$ cat config.mk
export PLATFORM = sky130hd
export DESIGN_NAME = mux4_arbiter
export DESIGN_NICKNAME = d
export VERILOG_FILES = /design/src/rtl/mux4_arbiter.sv
export SDC_FILE = /design/constraint.sdc
export NUM_CORES = 1
export LEC_CHECK = 0
export CAP_MARGIN = 25
export CORE_MARGIN = 3
export CORE_UTILIZATION = 39
export DETAILED_ROUTE_END_ITERATION = 12
export PLACE_DENSITY = 0.69
export SYNTH_ARGS = -nofsm -noshare
export SYNTH_HDL_FRONTEND = slang
export SYNTH_SLANG_ARGS = --single-unit
$ cat constraint.sdc
create_clock -name clk -period 1.55 [get_ports clk]
set_clock_uncertainty 0.05 [all_clocks]
set_input_delay 0.31 -clock clk [delete_from_list [all_inputs] [get_ports clk]]
set_output_delay 0.31 -clock clk [all_outputs]
set_load 0.01 [all_outputs]
$ cat src/rtl/mux4_arbiter.sv
// mux4_arbiter: 4-way round-robin arbiter driving a 4:1 mux selector.
// Optional hold-time preemption is compiled in with `define ARB_TIMEOUT_EN.
module mux4_arbiter #(
    parameter int unsigned TIMEOUT = 8
) (
    input  logic       clk,
    input  logic       rst_n,
    input  logic [3:0] req,
    input  logic       done,
    output logic [3:0] gnt,
    output logic [1:0] sel,
    output logic       busy,
    output logic       expired
);

    typedef enum logic {
        IDLE,
        GRANT
    } state_e;

    state_e     state_q;
    logic [1:0] ptr_q;
    logic [3:0] gnt_q;
    logic [1:0] sel_q;

    logic [1:0] pick_d;
    logic       found_d;
    logic       release_d;

`ifdef ARB_TIMEOUT_EN
    localparam logic [7:0] HOLD_LAST = 8'(TIMEOUT - 1);

    logic [7:0] cnt_q;
    logic       expired_q;
    logic       expire_d;
`endif

    // Pick first requester at or after ptr; lowest offset wins.
    always_comb begin
        logic [1:0] idx;
        pick_d  = '0;
        found_d = 1'b0;
        idx     = '0;
        for (int k = 3; k >= 0; k--) begin
            idx = ptr_q + 2'(k);
            if (req[idx]) begin
                pick_d  = idx;
                found_d = 1'b1;
            end
        end
    end

    // Owner gives up the grant by done or by dropping its request.
    assign release_d = done | ~req[sel_q];

`ifdef ARB_TIMEOUT_EN
    assign expire_d = (cnt_q == HOLD_LAST);
`endif

    // Arbitration FSM with registered grant, selector and pulse.
    always_ff @(posedge clk or negedge rst_n) begin
        if (!rst_n) begin
            state_q   <= IDLE;
            ptr_q     <= '0;
            gnt_q     <= '0;
            sel_q     <= '0;
`ifdef ARB_TIMEOUT_EN
            cnt_q     <= '0;
            expired_q <= 1'b0;
`endif
        end else begin
`ifdef ARB_TIMEOUT_EN
            expired_q <= 1'b0;
`endif
            unique case (state_q)
                IDLE: begin
                    if (found_d) begin
                        state_q <= GRANT;
                        gnt_q   <= 4'b0001 << pick_d;
                        sel_q   <= pick_d;
`ifdef ARB_TIMEOUT_EN
                        cnt_q   <= '0;
`endif
                    end
                end
                GRANT: begin
                    if (release_d) begin
                        state_q <= IDLE;
                        gnt_q   <= '0;
                        ptr_q   <= sel_q + 2'd1;
`ifdef ARB_TIMEOUT_EN
                    end else if (expire_d) begin
                        state_q   <= IDLE;
                        gnt_q     <= '0;
                        ptr_q     <= sel_q + 2'd1;
                        expired_q <= 1'b1;
                    end else begin
                        cnt_q <= cnt_q + 8'd1;
`endif
                    end
                end
            endcase
        end
    end

    assign gnt  = gnt_q;
    assign sel  = sel_q;
    assign busy = |gnt_q;

`ifdef ARB_TIMEOUT_EN
    assign expired = expired_q;
`else
    assign expired = 1'b0;
`endif

endmodule

### Yosys cells after proc, flatten, opt, wreduce, memory -nomap -nowiden

Index checks and enable logic that the tools add are counted.

* bits in read-only memories: 0
* flip-flop bits (word level): 9
* word-level logic and storage cells: 47
* bits in writable memories: 0
* memories: 0
* input bits: 7
* bits in latches: 0

* add/subtract/negate cells: 4
* shift operators: 1
* $lt $le $gt $ge: 5
* reductions and logical operators: 4
* multiplexer cells: 24
* bitwise logic cells: 3
* multipliers: 0
* divide/modulo/power cells: 0
* eq/ne operators: 2

Operators by type and width (number)
* $lt A2 B3 Y1 const B: 5
* $mux W1: 11
* $bmux W1 S2: 5
* $mux W2: 4
* $mux W4: 2
* $pmux W4 S2: 1
* $reduce_and A2 Y1: 3
* $add A2 B1 Y2 const B: 2
* $add A2 B2 Y2 const B: 2
* $reduce_or A4 Y1: 1
* $shl A1 B2 Y4 const A: 1
* $ne A2 B1 Y1 const B: 1
* $ne A2 B2 Y1 const B: 1
* $not A1 Y1: 2
* $pmux W1 S2: 1
* $or A1 B1 Y1: 1

### Longest topological paths before layout

Gate-level depths: netlist of run 1.

* word-level depth: 10
* depth in mapped cells: 5
* gate-level depth less buffers: 4

### Least setup slack after synthesis of run 1

OpenSTA, ideal clock, no wires.

* kind: register to register
* start point: register sel_q[1] (netlist: sel[1])
* end point: register ptr_q[1]
* arrival time: 1364 ps
* slack: 11 ps
* stages on the path, launching flop included: 5
* clock period less this slack: 1539 ps
* cells stage by stage: dfrtp_1 -> mux2i_1 -> nor3_2 -> nor3_4 -> mux2_4

* cells in the longest elaborated chain, start to end: 5
* elaborated cells on any way between the ends: 6

RTL lines
* start: declaration: RTL line 24 `logic [1:0] sel_q;`
* start signal: assignment: RTL line 80 `sel_q <= pick_d;`
* $bmux W1 S2: RTL line 54 `assign release_d = done | ~req[sel_q];`
* $mux W1 (not written as such): RTL line 54
* $not A1 Y1: RTL line 54
* $or A1 B1 Y1: RTL line 54
* $reduce_and A2 Y1 (no line)
* end signal: assignment: RTL line 90 `ptr_q <= sel_q + 2'd1;`
* end: declaration: RTL line 22 `logic [1:0] ptr_q;`

Several ways; a longest one is shown, not always the timed one. The select of a mux whose other input is x is not followed.
A chain may end at the register's enable or synchronous reset.

### Worst setup path after layout of run 1

* start point: register gnt_q[3] (netlist: gnt[3])
* end point: output port busy

* cells in the longest elaborated chain, start to end: 1

RTL lines
* start: declaration: RTL line 23 `logic [3:0] gnt_q;`
* start signal: assignment: RTL line 79 `gnt_q <= 4'b0001 << pick_d;`
* $reduce_or A4 Y1: RTL line 108 `assign busy = |gnt_q;`
* end: declaration: RTL line 12 `output logic busy,`

No other way between the ends.

==> metrics.txt, run 1 <==
Worst setup startpoint gnt[3]$_DFFE_PN0P_; Initial Util between 40% and 50%; first-pass GRT wire length 2360 µm; Ys Warns 0; Die W about 42 µm; failing checks negative setup slack; Setup-failing EPs final 1; antenna viol nets, final 0; Final HPWL DP 1080 µm; # diodes 0; commonest non-fill, non-tap cell in the layout buf_4; Crit Path Category flip-flop to output pin; vias in the first global route between 500 and 600; sw power 0.652 mW; Final Core Density a little over two thirds; Slew Limit Fails 0; root buf cell clkbuf_4; clk_lat worst skew approximately 0.26 ns; Die ar. about 1800 µm²; Placed Instances 87; gpl congestion ~0.83; Synthesized Nets 58; core area 1170 µm²; GRT Util Overall between 10% and 20%; final-report hold violation count 0; vias per std cell 5.46; Critical Path RT between 1 and 1.5 ns; peak supply drop between 1 and 1.5 mV; largest net degree at the start of global routing 13; Sw Share 39.2%; Fillers slightly above 90; Clock H-tree levels 1; P_int between 1 and 1.5 mW; Tmin final 1.67 ns; grt ovf 0; reg2reg setup slack around 0.050 ns; Worst R2R End ptr_q[1]$_DFFE_PN0P_; synthesized instance count 51; commonest cells after routing, fill and taps aside buf_4 (10), dlygate4sd2_1 (9), dfrtp_1 (8); # Max-Cap Violations 0; WL/cell 15.6 µm; TritonCTS Buffers 3; syn_area_per_cell between 10 and 15 µm²; fmax 0.598 GHz; Yosys reg bits 9; reg2reg path depth 5; share of layout cells above drive strength 1 about 34%; pwr dens roughly 2000 nW/µm²; CTS tree done; Vias a little over 500; area grow syn2layout 56.8%; register area share after synthesis 43.5%; cts hold-fix bufs 0; PortBufs 13; Netlist cell types 26; Crit Path Max Fanout 2; Nets 87; row count 12; routed wire length 1450 µm; Worst setup endpoint busy; Finished Layout Cells 93; Residual DRC 0; Clock Pin Slew Worst Setup and Hold Paths 0.06 ns; Worst Path Arrival 1.31 ns; RSZ-0062 raised after global routing true; type of destination of the critical path output pin; Final period util 108%; PnR worst setup slack -0.123 ns; initial antenna violation count 0; DRT Pass-1 Iters 4; Fin Setup TNS -0.123 ns; DR iter-0 viols 8; maximum clock path buffer count 2; Post-Syn Area between 500 and 600 µm²; worst reg2reg startpoint sel[1]$_DFFE_PN0P_; I/O pins 15; combinational group share of total power 61.2%; Leakage 0.386 nW; Die Y ~42 µm; CTS sink cnt 9; sequential share of power 28.2%; HP Class primary input to async pin; outcome complete, but fails checks; Clk pwr share 10.7%; Critical Path Start Type flip-flop
sequential cells by signal (all words and copies together) (netlist names):
register,count
state_q,1
ptr_q,2
sel,2
gnt,4
synth_stat cells, drive strengths merged:
| cell type | n | area (µm²) |
|---|---|---|
| o21ai | 2 | 10.0 |
| a21oi | 4 | 20.0 |
| conb | 1 | 3.75 |
| nor2b | 1 | 6.26 |
| mux2i | 3 | 30.0 |
| o32a | 1 | 10.0 |
| a21o | 1 | 7.51 |
| or2 | 1 | 6.26 |
| nor2 | 1 | 3.75 |
| or4 | 1 | 7.51 |
| nand2 | 6 | 22.5 |
| inv | 3 | 11.3 |
| nor3 | 2 | 26.3 |
| dfrtp | 9 | 225 |
| mux2 | 1 | 15.0 |
| o32ai | 5 | 43.8 |
| buf | 2 | 12.5 |
| nand2b | 2 | 12.5 |
| xor2 | 1 | 8.76 |
| nor4 | 1 | 6.26 |
| a211oi | 1 | 7.51 |
| a211o | 1 | 8.76 |
| nor3b | 1 | 12.5 |
critical path, stage by stage, from the launching register on:
cell and delay (ns):
dfrtp_1 0.38, or4_1 0.53, buf_2 0.16
logic make-up after synthesis:
family | share of synthesized area [%]
compound gates | 20.8
simple gates | 20.1
buf+inv | 4.59
flops | 43.5
other cells | 0.724
xor+xnor | 1.69
mux | 8.70
power groups by stage:
| stage | Clock [mW] | Sequential, mW | Combinational, mW |
|---|---|---|---|
| 3_3_place_gp | 0 | 0.458 | 0.975 |
| 2_1_floorplan | 0 | 0.493 | 0.422 |
| 5_1_grt | 0.194 | 0.487 | 1.09 |
| 6_report | 0.177 | 0.469 | 1.02 |
| 3_5_place_dp | 0 | 0.471 | 0.995 |
| 4_1_cts | 0.183 | 0.465 | 0.945 |
worst min-delay path by stage:
stage,from,to,slack [ns],cells after the start
6_report,rst_n,ptr_q[1]$_DFFE_PN0P_,0.30,1
5_1_grt,rst_n,gnt[0]$_DFFE_PN0P_,0.32,1
4_1_cts,rst_n,sel[1]$_DFFE_PN0P_,0.31,1
3_5_place_dp,ptr_q[0]$_DFFE_PN0P_,ptr_q[0]$_DFFE_PN0P_,0.51,2
3_3_place_gp,ptr_q[0]$_DFFE_PN0P_,ptr_q[0]$_DFFE_PN0P_,0.50,2
2_1_floorplan,rst_n,gnt[0]$_DFFE_PN0P_,-0.04,0
stage by stage:
step / hold slack (ns) / setup slack [ns] / cell area [µm²] / power, mW
floorplan: -0.0356 / 0.0109 / 518 / 0.915
global placement: 0.498 / -0.351 / 748 / 1.43
detailed placement: 0.506 / -0.383 / 748 / 1.47
CTS: 0.307 / -0.150 / 781 / 1.59
global route: 0.317 / -0.159 / 812 / 1.77
finish: 0.301 / -0.123 / 812 / 1.66
layout make-up:
type | count | area, µm² | area share (%)
multi-input cells | 37 | 299 | 36.8
repair buffers | 26 | 231 | 28.5
flip-flops and latches | 9 | 226 | 27.9
clock buffers | 4 | 26.3 | 3.24
well taps | 14 | 17.5 | 2.16
inverters | 3 | 11.3 | 1.39
repair_timing:
| item | CTS | global route |
|---|---|---|
| buffers inserted | 1 | 1 |
| endpoints found under the setup margin | 15 | 6 |
| pin swaps | 1 | 2 |
| endpoints found under the hold margin | 0 | 0 |
| gates resized for setup | 17 | 6 |
layer usage:
| layer | routed length, µm | share of wire (%) | up-vias | global-route usage, % |
|---|---|---|---|---|
| li1 | - | - | 244 | - |
| met1 | 673 | 47 | 246 | 23.8 |
| met2 | 713 | 49 | 16 | 28.3 |
| met3 | 45 | 3.1 | 2 | 1.72 |
| met4 | 16 | 1.1 | 0 | 9.32 |
| met5 | 0 | 0 | - | 0 |
Note: power is estimated with default switching activity, not from simulation.
==> inputs of run 2 (changes only) <==
Settings changed: CELL_PAD_IN_SITES_DETAIL_PLACEMENT set to 0, CELL_PAD_IN_SITES_GLOBAL_PLACEMENT set to 1, CORE_UTILIZATION 39 to 30, CTS_CLUSTER_SIZE set to 20, PLACE_DENSITY 0.69 to 0.7.
==> run 2 against run 1 <==
- the flow still finishes with violations (negative setup slack)
- sequential share of layout area down 0.85 points
- total power down 0.54%
- clock-buffer cell count unchanged
- register-to-register slack worse by 0.04 ns
- global-route usage down 4.5 points
- fmax up 1.3%
- hold slack worse by 0.0083 ns
- critical path type unchanged
- largest power group unchanged
- highest routed layer unchanged
==> metrics.txt, run 2 (synthesized netlist as in run 1, its figures left out) <==
Sw Share 39.0% (-0.20 points); Tmin final 1.65 ns (-0.0218 ns); I/O pins 15 (unchanged); Crit Path Category flip-flop to output pin; Placed Instances 90 (+3.4%); Setup-failing EPs final 1 (unchanged); P_int 1.01 mW (-0.20%); Residual DRC 0 (unchanged); Leakage 0.404 nW (+4.5%); worst slack at placement -0.370 ns (+0.0128 ns); initial antenna violation count 0 (unchanged); DRT Pass-1 Iters 4 (unchanged); Worst Path Arrival 1.29 ns (-0.02 ns); # Max-Cap Violations 0 (unchanged); row count 14 (+2); area grow syn2layout 62.6%; Clk pwr share 11.1% (+0.4 points); CTS tree done; pwr dens 1970 nW/µm² (-4.1%); Crit Path Max Fanout 2 (unchanged); CP max stage cell or4_1; vias in the first global route 463 (-10%); type of destination of the critical path output pin; # diodes 0 (unchanged); commonest cells after routing, fill and taps aside buf_4 (12), dlygate4sd2_1 (9), dfrtp_1 (7); Die ar. 2260 µm² (+26%); DR iter-0 viols 16 (+8); maximum clock path buffer count 2 (unchanged); combinational group share of total power 60.1% (-1.1 points); commonest non-fill, non-tap cell in the layout buf_4; largest net degree at the start of global routing 13 (unchanged); Clock Pin Slew Worst Setup and Hold Paths 0.06 ns (about the same); worst hold slack 0.293 ns (-0.00831 ns); design area 842 µm² (+3.7%); failing checks negative setup slack; Fillers 139 (+49%); Die Y 47.6 µm (+12%); antenna viol nets, final 0 (unchanged); TritonCTS Buffers 3 (unchanged); CTS sink cnt 9 (unchanged); Nets 88 (+1.1%); Register Area 228 µm² (+0.55%); share of layout cells above drive strength 1 40.0% (+5.8 points); Post-DP Area 758 µm² (+1.3%); final-report hold violation count 0 (unchanged); Slew Limit Fails 0 (unchanged); Final Core Density 54.0% (-15 points); core area 1560 µm² (+33%); grt ovf 0 (unchanged); sw power 0.645 mW (-1.1%); Critical Path RT 1.19 ns (about the same); clk_lat worst skew 0.26 ns (about the same); outcome complete, but fails checks; Fin Setup TNS -0.101 ns (+0.0218 ns); gpl congestion 0.704 (-16%); GRT Util Overall 13.3% (-4.5 points); fmax 0.606 GHz (+1.3%); RSZ-0062 raised after global routing true; first-pass GRT wire length 2010 µm (-15%); crit path cell chain or4_1 > buf_2; Final HPWL DP 969 µm (-11%); slowest stage delay, CP 0.50 ns (-0.03 ns); Initial Util 33.2% (-11 points); delay-heaviest family, CP simple AND/OR/NAND/NOR gates; Clock H-tree levels 1 (unchanged); PortBufs 13 (unchanged); Critical Path Start Type flip-flop; max reg flops 4 (unchanged); Die W 47.6 µm (+12%); routed wire length 1410 µm (-2.8%); Finished Layout Cells 96 (+3.2%); root buf cell clkbuf_4; Multi-input gate area 319 µm² (+6.7%); peak supply drop 1.00 mV (-11%); Buf+Inv Stages, Crit Path 1 (unchanged); cts hold-fix bufs 0 (unchanged); HP Class primary input to async pin; WL/cell 14.7 µm (-5.8%); PnR worst setup slack -0.101 ns (+0.0218 ns); Vias 505 (-0.59%); sequential share of power 28.8% (+0.6 points); Final period util 107% (-1.4 points); vias per std cell 5.26 (-3.7%); Pwr Total 1.66 mW (-0.54%)
==> run 2: cell count changes in the layout (fill, tap and decap cells not counted) <==
cell and delta:
buf_4 +2, o32ai_1 -2, o32ai_2 +2, a211oi_1 -1, a211oi_2 +1, buf_6 -1, clkdlybuf4s15_1 -1, dfrtp_1 -1
dfrtp_2 +1, dlymetal6s2s_1 +1
==> run 2: area by class of cell <==
class	instances	area share, %
multi-input combinational	37	37.9
timing repair buffer	27	28.2
sequential	9	27.0
clock buffer	4	3.12
tap	16	2.38
inverter	3	1.34
==> run 2: power by group through the flow <==
stage	logic, mW	clock network (mW)	registers (mW)
after CTS	0.945	0.188	0.461
after detailed placement	0.956	0	0.474
after global placement	0.953	0	0.474
after global routing	1.08	0.198	0.496
final	0.995	0.184	0.477
after floorplan	0.422	0	0.493
==> run 2: worst paths after layout <==
| check | from | end | slack [ns] | cells after the start |
|---|---|---|---|---|
| min in group clk | req[1] | state_q$_DFF_PN0_ | 0.42 | 3 |
| setup / recovery | gnt[3]$_DFFE_PN0P_ | busy | -0.10 | 2 |
| setup reg to reg | sel[1]$_DFFE_PN0P_ | ptr_q[1]$_DFFE_PN0P_ | 0.01 | 4 |
| hold / removal | rst_n | gnt[3]$_DFFE_PN0P_ | 0.29 | 1 |
| max in group asynchronous | rst_n | sel[1]$_DFFE_PN0P_ | 0.85 | 1 |
| hold reg to reg | sel[0]$_DFFE_PN0P_ | ptr_q[0]$_DFFE_PN0P_ | 0.49 | 1 |
==> run 2: repair_timing <==
| action | in CTS | in global routing |
|---|---|---|
| setup buffers | 1 | 2 |
| gates resized for setup | 19 | 6 |
| pin swaps | 0 | 4 |
| endpoints found under the setup margin | 15 | 8 |
==> run 2: per-layer routing <==
metal | up-vias | part of all wire, % | track usage, %
met4 | 0 | 1.4 | 6.99
met2 | 12 | 49 | 20.1
li1 | 245 | - | -
met5 | - | 0 | 0
met1 | 244 | 45 | 17.6
met3 | 4 | 4.5 | 3.38
==> inputs of run 3 (changes only) <==
Settings changed: ABC_AREA set to 1, CORE_ASPECT_RATIO set to 1.4, PLACE_DENSITY 0.7 to 0.72.
==> run 3 against run 2 <==
- via count increased by 40%
- register-to-register slack got worse by 0.02 ns
- die area increased by 23%
- core utilization increased by 0.29 points
- critical path type unchanged
- clock-buffer cell count unchanged
- critical endpoint unchanged
- non-clock buffer count increased by 3
- wire length increased by 23%
- cell area increased by 30%
- total power increased by 54%
- sequential share of layout area decreased by 6.2 points
- the run still ends with negative setup slack left
- flip-flop and latch count unchanged
- sequential power decreased by 3%
==> metrics.txt, run 3 <==
Vias 709 (+40%); routed wire length 1730 µm (+23%); Initial Util 32.2% (-1.0 points); commonest cells in the netlist nand2_1 (42), nand2_2 (10), dfrtp_1 (9), inv_1 (8), nand3_1 (6); top-count cell post-synth nand2_1; Final Core Density 54.3% (+0.29 points); Clock H-tree levels 1 (unchanged); Post-DP Area 871 µm² (+15%); CTS sink cnt 9 (unchanged); Critical Path Start Type flip-flop; Tmin final 1.65 ns (-0.000750 ns); final-report hold violation count 0 (unchanged); Residual DRC 0 (unchanged); DR iter-0 viols 6 (-10); antenna viol nets, final 0 (unchanged); PortBufs 13 (unchanged); design area 1100 µm² (+30%); Fin Setup TNS -0.137 ns (-0.0356 ns); PnR worst setup slack -0.100 ns (+0.000750 ns); gpl congestion 0.767 (+9.0%); CTS tree done; delay-heaviest family, CP simple AND/OR/NAND/NOR gates; Slew Limit Fails 0 (unchanged); Crit Path Category flip-flop to output pin; area leader, netlist dfrtp_1; Synthesized Nets 105 (+81%); synthesized instance count 98 (+92%); Crit Path Max Fanout 2 (unchanged); Die Y 61.1 µm (+28%); Netlist cell types 22 (-15%); Clock Pin Slew Worst Setup and Hold Paths 0.06 ns (about the same); slowest stage delay, CP 0.51 ns (about the same); # diodes 0 (unchanged); Final period util 106% (about the same); Leakage 0.649 nW (+61%); number of flops mapped to enable cells by yosys 0 (unchanged); first-pass GRT wire length 2930 µm (+46%); ys flop type dfrtp_1; DRT Pass-1 Iters 2 (-2); Setup-failing EPs final 4 (+3); grt ovf 0 (unchanged); vias per std cell 4.70 (-11%); clk_lat worst skew 0.26 ns (about the same); Ys Warns 0 (unchanged); Worst Path Arrival 1.29 ns (about the same); fmax 0.606 GHz (about the same); fraction of registers with async set or reset after synthesis 100% (unchanged); Post-Syn Area 651 µm² (+26%); vias in the first global route 697 (+51%); core area 2020 µm² (+30%); CP max stage cell or4_1; WL/cell 11.5 µm (-22%); commonest cells after routing, fill and taps aside nand2_1 (26), nand2_4 (14), nand2_2 (13), buf_4 (13), inv_1 (8); share of layout cells above drive strength 1 47.7% (+7.7 points); Die ar. 2770 µm² (+23%); worst slack at placement -0.263 ns (+0.107 ns); max reg flops 4 (unchanged); # Max-Cap Violations 0 (unchanged); Critical Path RT 1.19 ns (about the same); commonest non-fill, non-tap cell in the layout nand2_1; RSZ-0062 raised after global routing true; row count 19 (+5); maximum clock path buffer count 2 (unchanged); largest net degree at the start of global routing 10 (-3); Area contributors post-synth dfrtp_1 (35%), nand2_1 (24%), nand2_2 (9.6%); Die W 45.4 µm (-4.6%); pwr dens 2320 nW/µm² (+18%); Final HPWL DP 1240 µm (+28%); Nets 138 (+57%); outcome complete, but fails checks; crit path cell chain or4_1 > buf_2; failing checks negative setup slack; Yosys top cell area share 34.6% (-8.9 points); HP Class primary input to async pin; GRT Util Overall 14.5% (+1.2 points); TritonCTS Buffers 3 (unchanged); type of destination of the critical path output pin; peak supply drop 1.05 mV (+5.0%); syn_area_per_cell 6.64 µm² (-35%); root buf cell clkbuf_4; area grow syn2layout 68.7%; Buf+Inv Stages, Crit Path 1 (unchanged); register area share after synthesis 34.6% (-8.9 points); Yosys reg bits 9 (unchanged); I/O pins 15 (unchanged); initial antenna violation count 0 (unchanged)
[run 3: worst register-to-register path: stages (launching register included)]
cell	delay [ns]
dfrtp_2	0.49
inv_8	0.14
nand2_4	0.06
nand2_4	0.10
nand2_2	0.07
nand2_2	0.09
nor2_2	0.05
nand2_2	0.07
nand2_4	0.08
and2_4	0.17
nand2_1	0.06
nand2_1	0.04
[run 3: routing by layer]
metal	vias up	global-route usage, %	wire (µm)
li1	368	-	-
met1	330	16.0	710
met2	11	26.3	986
met3	0	2.05	33
met4	0	7.53	0
met5	-	0	0
[run 3: cell type report]
cell class | instances | area (µm²)
inverter | 11 | 48.8
sequential | 9 | 229
multi-input combinational | 76 | 493
tap | 21 | 26.3
fill | 198 | 923
clock buffer | 4 | 26.3
timing repair buffer | 30 | 274
[run 3: logic make-up (layout without fill, tap and decap cells)]
kind of cell,Yosys count,after routing,synth area share [%]
other cells,1,1,0.576
compound gates,10,10,8.46
xor+xnor,1,1,1.35
buf+inv,13,45,9.62
simple gates,64,64,45.4
flops,9,9,34.6
[run 3: what timing repair did]
| action | 4_1_cts | 5_1_grt |
|---|---|---|
| endpoints found under the setup margin | 12 | 8 |
| pin swaps | 1 | 24 |
| buffers inserted | 2 | 4 |
| resized for setup | 12 | 46 |
| hold buffers | 0 | 0 |
[run 3: where the power goes]
part	switching, mW	leakage, nW	total [mW]	internal [mW]
Sequential	0.115	0.110	0.462	0.347
Clock	0.0789	0.0150	0.178	0.0990
Combinational	1.02	0.523	1.90	0.886
Total	1.21	0.649	2.54	1.33
[run 3: worst paths after layout]
check	from	end	slack, ns	cells past startpoint
worst min register to register	ptr_q[1]$_DFFE_PN0P_	ptr_q[1]$_DFFE_PN0P_	0.50	2
max in group asynchronous	rst_n	ptr_q[1]$_DFFE_PN0P_	0.83	1
worst max register to register	ptr_q[0]$_DFFE_PN0P_	gnt[3]$_DFFE_PN0P_	-0.01	11
min in group clk	ptr_q[1]$_DFFE_PN0P_	ptr_q[1]$_DFFE_PN0P_	0.50	2
worst min-delay path	rst_n	gnt[1]$_DFFE_PN0P_	0.30	1
worst max-delay path	gnt[3]$_DFFE_PN0P_	busy	-0.10	2
[run 3: through the flow]
step                std cells  total power [mW]  hold slack (ns)
floorplan                  98              1.34          -0.0356
global placement          141              1.85            0.508
detailed placement        141              1.87            0.516
CTS                       147              2.07            0.300
global route              151              2.78            0.305
finish                    151              2.54            0.298
